$ cat src/rtl/line_burst_pkg.sv
// Shared widths, state encoding and line/beat types for the line-to-burst adapter.
package line_burst_pkg;

    localparam int LINE_WIDTH  = 256;
    localparam int BEAT_WIDTH  = 64;
    localparam int ADDR_WIDTH  = 32;
    localparam int BEATS       = LINE_WIDTH / BEAT_WIDTH;
    localparam int OFFSET_BITS = $clog2(LINE_WIDTH / 8);
    localparam int CNT_WIDTH   = $clog2(BEATS);

    // Clears the byte-within-line offset so bursts always start on a line boundary.
    localparam logic [ADDR_WIDTH-1:0] LINE_ADDR_MASK = ~ADDR_WIDTH'((1 << OFFSET_BITS) - 1);

    typedef enum logic [1:0] {
        ST_IDLE,
        ST_RD_BURST,
        ST_WR_BURST,
        ST_DONE
    } adapter_state_t;

    typedef logic [BEAT_WIDTH-1:0] beat_t;
    typedef beat_t [BEATS-1:0]     line_t;
    typedef logic [CNT_WIDTH-1:0]  beat_cnt_t;

endpackage

$ cat src/rtl/line_burst_adapter_beat_counter.sv
// Beat index within a burst; wraps to zero after the last beat so DONE starts clean.
module burst_beat_counter
    import line_burst_pkg::*;
(
    input  logic      clk,
    input  logic      rst_n,
    input  logic      clr,
    input  logic      en,
    output beat_cnt_t cnt,
    output logic      last
);

    assign last = (cnt == beat_cnt_t'(BEATS - 1));

    always_ff @(posedge clk) begin
        if (!rst_n || clr) begin
            cnt <= '0;
        end else if (en) begin
            cnt <= cnt + beat_cnt_t'(1);
        end
    end

endmodule

$ cat src/rtl/line_burst_adapter.sv
// Turns one whole-line read/write into a fixed 4-beat burst on the narrow memory bus.
//
// state       | meaning
// ST_IDLE     | waiting for line_read/line_write; captures address and write data
// ST_RD_BURST | burst_read held; each acked beat lands in the line buffer
// ST_WR_BURST | burst_write held; beat data muxed from the captured line by cnt
// ST_DONE     | one-cycle line_resp, line_rdata = line buffer
module line_burst_adapter
    import line_burst_pkg::*;
(
    input  logic                  clk,
    input  logic                  rst_n,
    input  logic                  line_read,
    input  logic                  line_write,
    input  logic [ADDR_WIDTH-1:0] line_address,
    input  logic [LINE_WIDTH-1:0] line_wdata,
    output logic [LINE_WIDTH-1:0] line_rdata,
    output logic                  line_resp,
    output logic                  burst_read,
    output logic                  burst_write,
    output logic [ADDR_WIDTH-1:0] burst_address,
    output logic [BEAT_WIDTH-1:0] burst_wdata,
    input  logic [BEAT_WIDTH-1:0] burst_rdata,
    input  logic                  burst_resp
);

    adapter_state_t        state;
    adapter_state_t        next_state;
    logic [ADDR_WIDTH-1:0] addr_q;
    line_t                 wdata_q;
    line_t                 line_buf;
    beat_cnt_t             cnt;
    logic                  cnt_last;
    logic                  in_burst;
    logic                  beat_done;

    assign in_burst  = (state == ST_RD_BURST) || (state == ST_WR_BURST);
    assign beat_done = in_burst && burst_resp;

    burst_beat_counter u_beat_counter (
        .clk   (clk),
        .rst_n (rst_n),
        .clr   (state == ST_IDLE),
        .en    (beat_done),
        .cnt   (cnt),
        .last  (cnt_last)
    );

    always_ff @(posedge clk) begin
        if (!rst_n) begin
            state <= ST_IDLE;
        end else begin
            state <= next_state;
        end
    end

    always_comb begin
        next_state = state;
        case (state)
            ST_IDLE: begin
                if (line_write) begin
                    next_state = ST_WR_BURST;
                end else if (line_read) begin
                    next_state = ST_RD_BURST;
                end
            end
            ST_RD_BURST, ST_WR_BURST: begin
                if (beat_done && cnt_last) begin
                    next_state = ST_DONE;
                end
            end
            ST_DONE: next_state = ST_IDLE;
            default: next_state = ST_IDLE;
        endcase
    end

    // Bursts are sourced only from these captures, so upstream may change freely once accepted.
    always_ff @(posedge clk) begin
        if (!rst_n) begin
            addr_q   <= '0;
            wdata_q  <= '0;
            line_buf <= '0;
        end else begin
            if (state == ST_IDLE && (line_read || line_write)) begin
                addr_q <= line_address;
            end
            if (state == ST_IDLE && line_write) begin
                wdata_q <= line_wdata;
            end
            if (state == ST_RD_BURST && burst_resp) begin
                line_buf[cnt] <= burst_rdata;
            end
        end
    end

    assign burst_read    = (state == ST_RD_BURST);
    assign burst_write   = (state == ST_WR_BURST);
    assign line_resp     = (state == ST_DONE);
    assign line_rdata    = line_buf;
    assign burst_address = addr_q & LINE_ADDR_MASK;
    assign burst_wdata   = (state == ST_WR_BURST) ? wdata_q[cnt] : '0;

    always_ff @(posedge clk) begin
        if (rst_n && state == ST_IDLE) begin
            assert (!(line_read && line_write))
                else $warning("line_burst_adapter: line_read and line_write both high, write taken");
        end
    end

endmodule

$ cat config.mk
export PLATFORM = sky130hd
export DESIGN_NAME = line_burst_adapter
export DESIGN_NICKNAME = d
export VERILOG_FILES = /design/src/rtl/line_burst_pkg.sv /design/src/rtl/line_burst_adapter_beat_counter.sv /design/src/rtl/line_burst_adapter.sv
export SDC_FILE = /design/constraint.sdc
export NUM_CORES = 1
export LEC_CHECK = 0
export ABC_AREA = 1
export BUFFER_PORTS_ARGS = -buffer_cell sky130_fd_sc_hd__buf_2
export CAP_MARGIN = 10
export CORE_AREA = 4 4 272 274
export CTS_BUF_LIST = sky130_fd_sc_hd__clkbuf_8
export DETAILED_ROUTE_END_ITERATION = 7
export DIE_AREA = 0 0 276 278
export GPL_TIMING_DRIVEN = 0
export PLACE_DENSITY = 0.54
export SYNTH_ARGS = -nofsm -noshare
export SYNTH_HDL_FRONTEND = slang
export SYNTH_SLANG_ARGS = --single-unit
export TNS_END_PERCENT = 100
$ cat constraint.sdc
create_clock -name clk -period 2 [get_ports clk]
set_input_delay 0.3 -clock clk [delete_from_list [all_inputs] [get_ports clk]]
set_output_delay 0.3 -clock clk [all_outputs]
set_load 0.02 [all_outputs]
== Word-level counts from Yosys, hierarchy flattened ==
Index checks and enable logic that the tools add are counted.
Cells by class
  multipliers: 0
  mux-type cells: 10
  shifts and indexed selects: 0
  order comparisons: 2
  bitwise logic cells: 0
  add/subtract/negate cells: 1
  eq/ne operators: 6
  reduce and logical (&&, ||, !) cells: 13
  div/mod/pow operators: 0
Operators with widths (count)
  bitwise mux 256 bit: 1
  2-to-1 mux 64 bit: 3
  binary-select mux 64 bit (select 2 bit): 1
  demux 64 bit (select 2 bit): 1
  == test 2 bit (second input constant): 3
  logical AND 1 bit: 6
  2-to-1 mux 2 bit: 3
  one-hot mux 2 bit (3 select lines): 1
  logical OR 1 bit: 3
  < comparator 2 x 3 -> 1 bit (second input constant): 1
  inequality test 3 bit (second input constant): 1
  adder 2 x 1 -> 2 bit (second input constant): 1
  == test 2 x 1 -> 1 bit (second input constant): 1
  >= comparator 2 x 1 -> 1 bit (second input constant): 1
  zero test 2 bit: 1
  inequality test 2 bit (second input constant): 1
  AND reduction 2 bit: 1
  OR reduction 2 bit: 1
  zero test 1 bit: 1
Storage, ports and cells
  memory bits (writable): 0
  register bits: 548
  ROM bits: 0
  memories kept: 0
  bits in latches: 0
  logic and storage cells: 43

== Logic depth before layout (Yosys ltp) ==
  depth after elaboration: 6
  mapped depth: 10

== By module ==
From an unflattened synthesis, not the netlist that was laid out.
Unflattened totals
  cells, all modules: 2942
  area, all modules: 20803.7 um^2
By module, submodules not included
  line_burst_adapter: seq. area each 10830.4 um^2, cells each 2928, instances 1, area each 20706.1 um^2
  burst_beat_counter: seq. area each 40.0 um^2, cells each 14, instances 1, area each 97.6 um^2

== Least setup slack after synthesis ==
No wires, ideal clock.
  kind: reg-to-reg
  start: register u_beat_counter.cnt[0]
  end: register line_buf, in the netlist line_rdata[155]
  setup slack: 0.329 ns
  arrival: 1.551 ns
  period minus slack after synthesis: 1.671 ns
  setup time: 0.119 ns
  path buffers: 5
  data required time: 1.881 ns
  cell stages (with the launch flop): 11
  cells stage by stage: dfxtp_1 -> buf_2 -> buf_2 -> buf_4 -> inv_1 -> ha_1 -> nand3_2 -> buf_6 -> buf_6 -> o21ai_0 -> a21oi_1
On the way
  longest elaborated chain between the ends: 5
  elaborated cells between the ends (all ways): 6
Ends and longest elaborated chain
  start, declared: line line_burst_adapter_beat_counter.sv:9  | output beat_cnt_t cnt,
  start signal, assigned: line line_burst_adapter_beat_counter.sv:19  | cnt <= cnt + beat_cnt_t'(1);
  < comparator 2 x 3 -> 1 bit (implied by the code) or >= comparator 2 x 1 -> 1 bit (tied branches): line line_burst_adapter.sv:91  | line_buf[cnt] <= burst_rdata;
  logical AND 1 bit (implied by the code): line line_burst_adapter.sv:91
  2-to-1 mux 64 bit (implied by the code): line line_burst_adapter.sv:91
  demux 64 bit (select 2 bit) (*): line line_burst_adapter.sv:91
  bitwise mux 256 bit (*): line line_burst_adapter.sv:91
  end signal, assigned by index: line line_burst_adapter.sv:91
  end, declared: line line_burst_adapter.sv:31  | line_t line_buf;
Every way passes the cells marked *; elsewhere a longest branch is shown, timed or not.
A chain may end at the register's enable or synchronous reset.

== Worst setup path after layout ==
  start: register u_beat_counter.cnt[0]
  end: output port burst_wdata[53]
On the way
  longest elaborated chain between the ends: 3
Ends and longest elaborated chain
  binary-select mux 64 bit (select 2 bit): line line_burst_adapter.sv:101  | assign burst_wdata = (state == ST_WR_BURST) ? wdata_q[cnt] : '0;
  2-to-1 mux 64 bit (implied by the code): line line_burst_adapter.sv:101
  2-to-1 mux 64 bit: line line_burst_adapter.sv:101
  end, declared: line line_burst_adapter.sv:22  | output logic [BEAT_WIDTH-1:0] burst_wdata,
Every way passes these cells. The select of a mux whose other input is x is not followed.

==> metrics.txt <==
status=finished with violations; violated checks=setup timing; Yosys reg bits=543; final hold vios=0; final setup fails=64; Max stage delay on crit path=0.35 ns; Avg Inst Size Synth=7.35 µm²; PD cells=1090 nW/µm²; clock sink count=543; total track usage=25.3%; final instance area=33900 µm²; worst setup margin=-0.425 ns; Synth Area in XOR/XNOR=0%; post-synthesis cell type count=20; Die Footprint=76700 µm²; Worst R2R End=line_rdata[59]$_SDFFE_PN0P_; cell breakdown of the critical path=buf_12 -> buf_12 -> buf_12 -> nor2_1 -> nor2_1 -> nand2_2 -> a21oi_4 -> buf_6; via count=24000; CTS tree=done; IO Count=712; relative slew slack=29.6%; cell depth of the worst flop-to-flop path=11; Setup CP Type=register to output port; Worst Path Required=1.70 ns; Setup crit end kind=output port; synth warn=0; CTS clk-pin slew, worst paths=0.06 ns; # rows=98; DIE HEIGHT=278 µm; Worst Hold Path EP=state[1]$_SDFFE_PN0P_; Slowest-stage cell, CP=dfxtp_2; Core ar.=71400 µm²; largest family of logic cells by synthesized area=compound AO/OA/AOI/OAI gates; multiplexer share of the synthesized area=0%; post-synthesis sequential area ratio=49.1%; Max Fclk=0.412 GHz; Synth Area in Adders=0.452%; CP dominant cell by count=buf_12; Horiz. Die Dim=276 µm; Worst R2R Setup Slack=0.07 ns; fin crit period=2.43 ns; Syn Inst Count=3012; kind of start point of the critical path=register; Via density=4.61; global route overflow=0; Least-Margin Pin Slew=1.06 ns; Hold Path Class=primary input to register; layout net count=4539; Pwr Total=37.0 mW; Clock Tree Root=clkbuf_8; layout cells sized above 1=27.9%; Clk Latency, worst-skew pair=0.71 ns; Leakage=14.6 nW; DRC viols=0; final worst path period share=121%; Area contributors post-synth=dfxtp_1 49%, a21oi_1 10%, o21ai_0 10%, nor2_1 9.7%, inv_1 6.6%; VDD IR max=0.516 mV; Post-Synth Simple-Gate Area=14.5%; area post-placement=26800 µm²; fillers=7335; Min-Delay Startpoint=line_read; Yosys top cell by area=dfxtp_1; hold slack=0.0963 ns; Worst Hold Depth=6; Sequential cell area=10900 µm²; synthesized area=22100 µm²; vias in the first global route=23300; crit path max fanout=10; FF-to-FF Start=u_beat_counter.cnt[0]$_SDFFE_PP0P_; Worst Skew=0.0346 ns; number of routed nets with antenna violations=0; TritonCTS buffer count=96; RSZ-0062 raised after global routing=true; drt first pass iters=5; H-Tree Depth=3; Final GP Congestion=0.872; compound-gate portion of the synthesized area=22.5%; post-synth top area share=49.1%; routed wire length=103 mm; Post-Place Worst Slack=-0.426 ns; WL/cell=19.8 µm; Worst Path Arrival=2.13 ns; initial antenna violation count=11; P&R area growth vs syn=52.9%; Clock Tree Buf Depth=3; maxcap violations=0; first-pass GRT wire length=149 mm; Detailed Route Iter0 Violations=1180; post-DP HPWL=77.5 mm; Starting Density=31.0%; footprint of the multi-input gates=8880 µm²; Port-buffer cells=700; largest net degree at the start of global routing=14; Slew Limit Fails=0
## cell families (layout without fill, tap and decap cells)
logic type / count (synthesis) / in the layout
other: 1 / 12
flip-flops: 543 / 543
adder cells (fa/ha/maj): 8 / 8
AO/OA/AOI/OAI: 992 / 992
AND/OR/NAND/NOR: 845 / 845
buffers and inverters: 623 / 1844
## power by group
group / leakage, nW / switching [mW] / internal (mW)
Clock: 1.08 / 4.77 / 5.43
Sequential: 4.45 / 0.906 / 13.0
Combinational: 9.06 / 8.07 / 4.86
Total: 14.6 / 13.7 / 23.2
## metrics by stage
stage | TNS, ns | std cells | utilization (%)
after floorplan | 0 | 3016 | -
after global placement | -56.58 | 4666 | 37.6
after detailed placement | -62.85 | 4666 | 37.6
after CTS | -27.19 | 5183 | 46.7
after global routing | -28.92 | 5191 | 47.4
final | -22.37 | 5194 | 47.4
## state kept, by name, indices dropped and copies added (netlist names)
register            flops
state                   2
u_beat_counter.cnt      2
line_rdata            256
addr_q                 27
wdata_q               256
## worst max path at each step
| stage | start | endpoint | slack (ns) | cells after the start |
|---|---|---|---|---|
| CTS | u_beat_counter.cnt[0]$_SDFFE_PP0P_ | burst_wdata[44] | -0.49 | 8 |
| global route | u_beat_counter.cnt[0]$_SDFFE_PP0P_ | burst_wdata[53] | -0.51 | 8 |
| finish | u_beat_counter.cnt[0]$_SDFFE_PP0P_ | burst_wdata[53] | -0.43 | 8 |
| detailed placement | state[0]$_SDFFE_PN0P_ | burst_wdata[53] | -0.43 | 6 |
| global placement | state[0]$_SDFFE_PN0P_ | burst_wdata[53] | -0.42 | 6 |
| floorplan | u_beat_counter.cnt[0]$_SDFFE_PP0P_ | line_rdata[155]$_SDFFE_PN0P_ | 0.33 | 10 |
## cell usage in the layout, fill, tap and decap left out, drive strengths merged, types with 4 or more instances in the layout
cell,count
buf,865
nor2,572
dfxtp,543
o21ai,542
a21oi,449
inv,431
dlygate4sd3,349
nand2,269
clkbuf,191
ha,8
diode,7
conb,5
clkinv,5
nand3,4
## worst max-delay path, delay by kind of cell, from the launching register on
kind / cells / cell delay [ns]
buffers and inverters: 4 / 0.60
DFF: 1 / 0.35
and+or+nand+nor: 3 / 0.27
AOI/OAI and AO/OA: 1 / 0.21
## cells in the mapped netlist
library cell and n:
inv_2 3, buf_6 59, nand2_1 268, o211a_1 1, o21ai_2 1, nand2_4 1
buf_2 67, conb_1 1, clkbuf_2 23, ha_1 8, nand3_2 4, buf_1 10
o21ai_1 93, o21ai_0 448, inv_1 390, buf_4 23, nor2_1 572, clkbuf_1 48
dfxtp_1 543, a21oi_1 449
## final cells by class
type	instances	share of cell area (%)
Sequential cell	543	32.1
Multi-Input combinational cell	1850	26.2
Timing Repair Buffer	1060	22.3
Buffer	230	5.90
Clock buffer	115	4.68
Inverter	393	4.40
Tap cell	950	3.51
Clock inverter	46	0.787
Antenna cell	7	0.0517
## metal layers
layer | GRT usage, % | up-vias | wire length (µm)
met2 | 46.1 | 815 | 51900
met4 | 7.48 | 4 | 2540
met1 | 30.0 | 11100 | 42100
li1 | - | 11900 | -
met3 | 5.32 | 158 | 6280
met5 | 0 | - | 21
## what timing repair did
item	in CTS	in global routing
setup buffers	4	0
hold buffers	349	0
hold endpoints to repair	536	0
cloned	3	4
gates resized for setup	316	140
setup endpoints to repair	259	199
pin swaps	22	36
No activity file was read; power rests on OpenSTA's default activity.
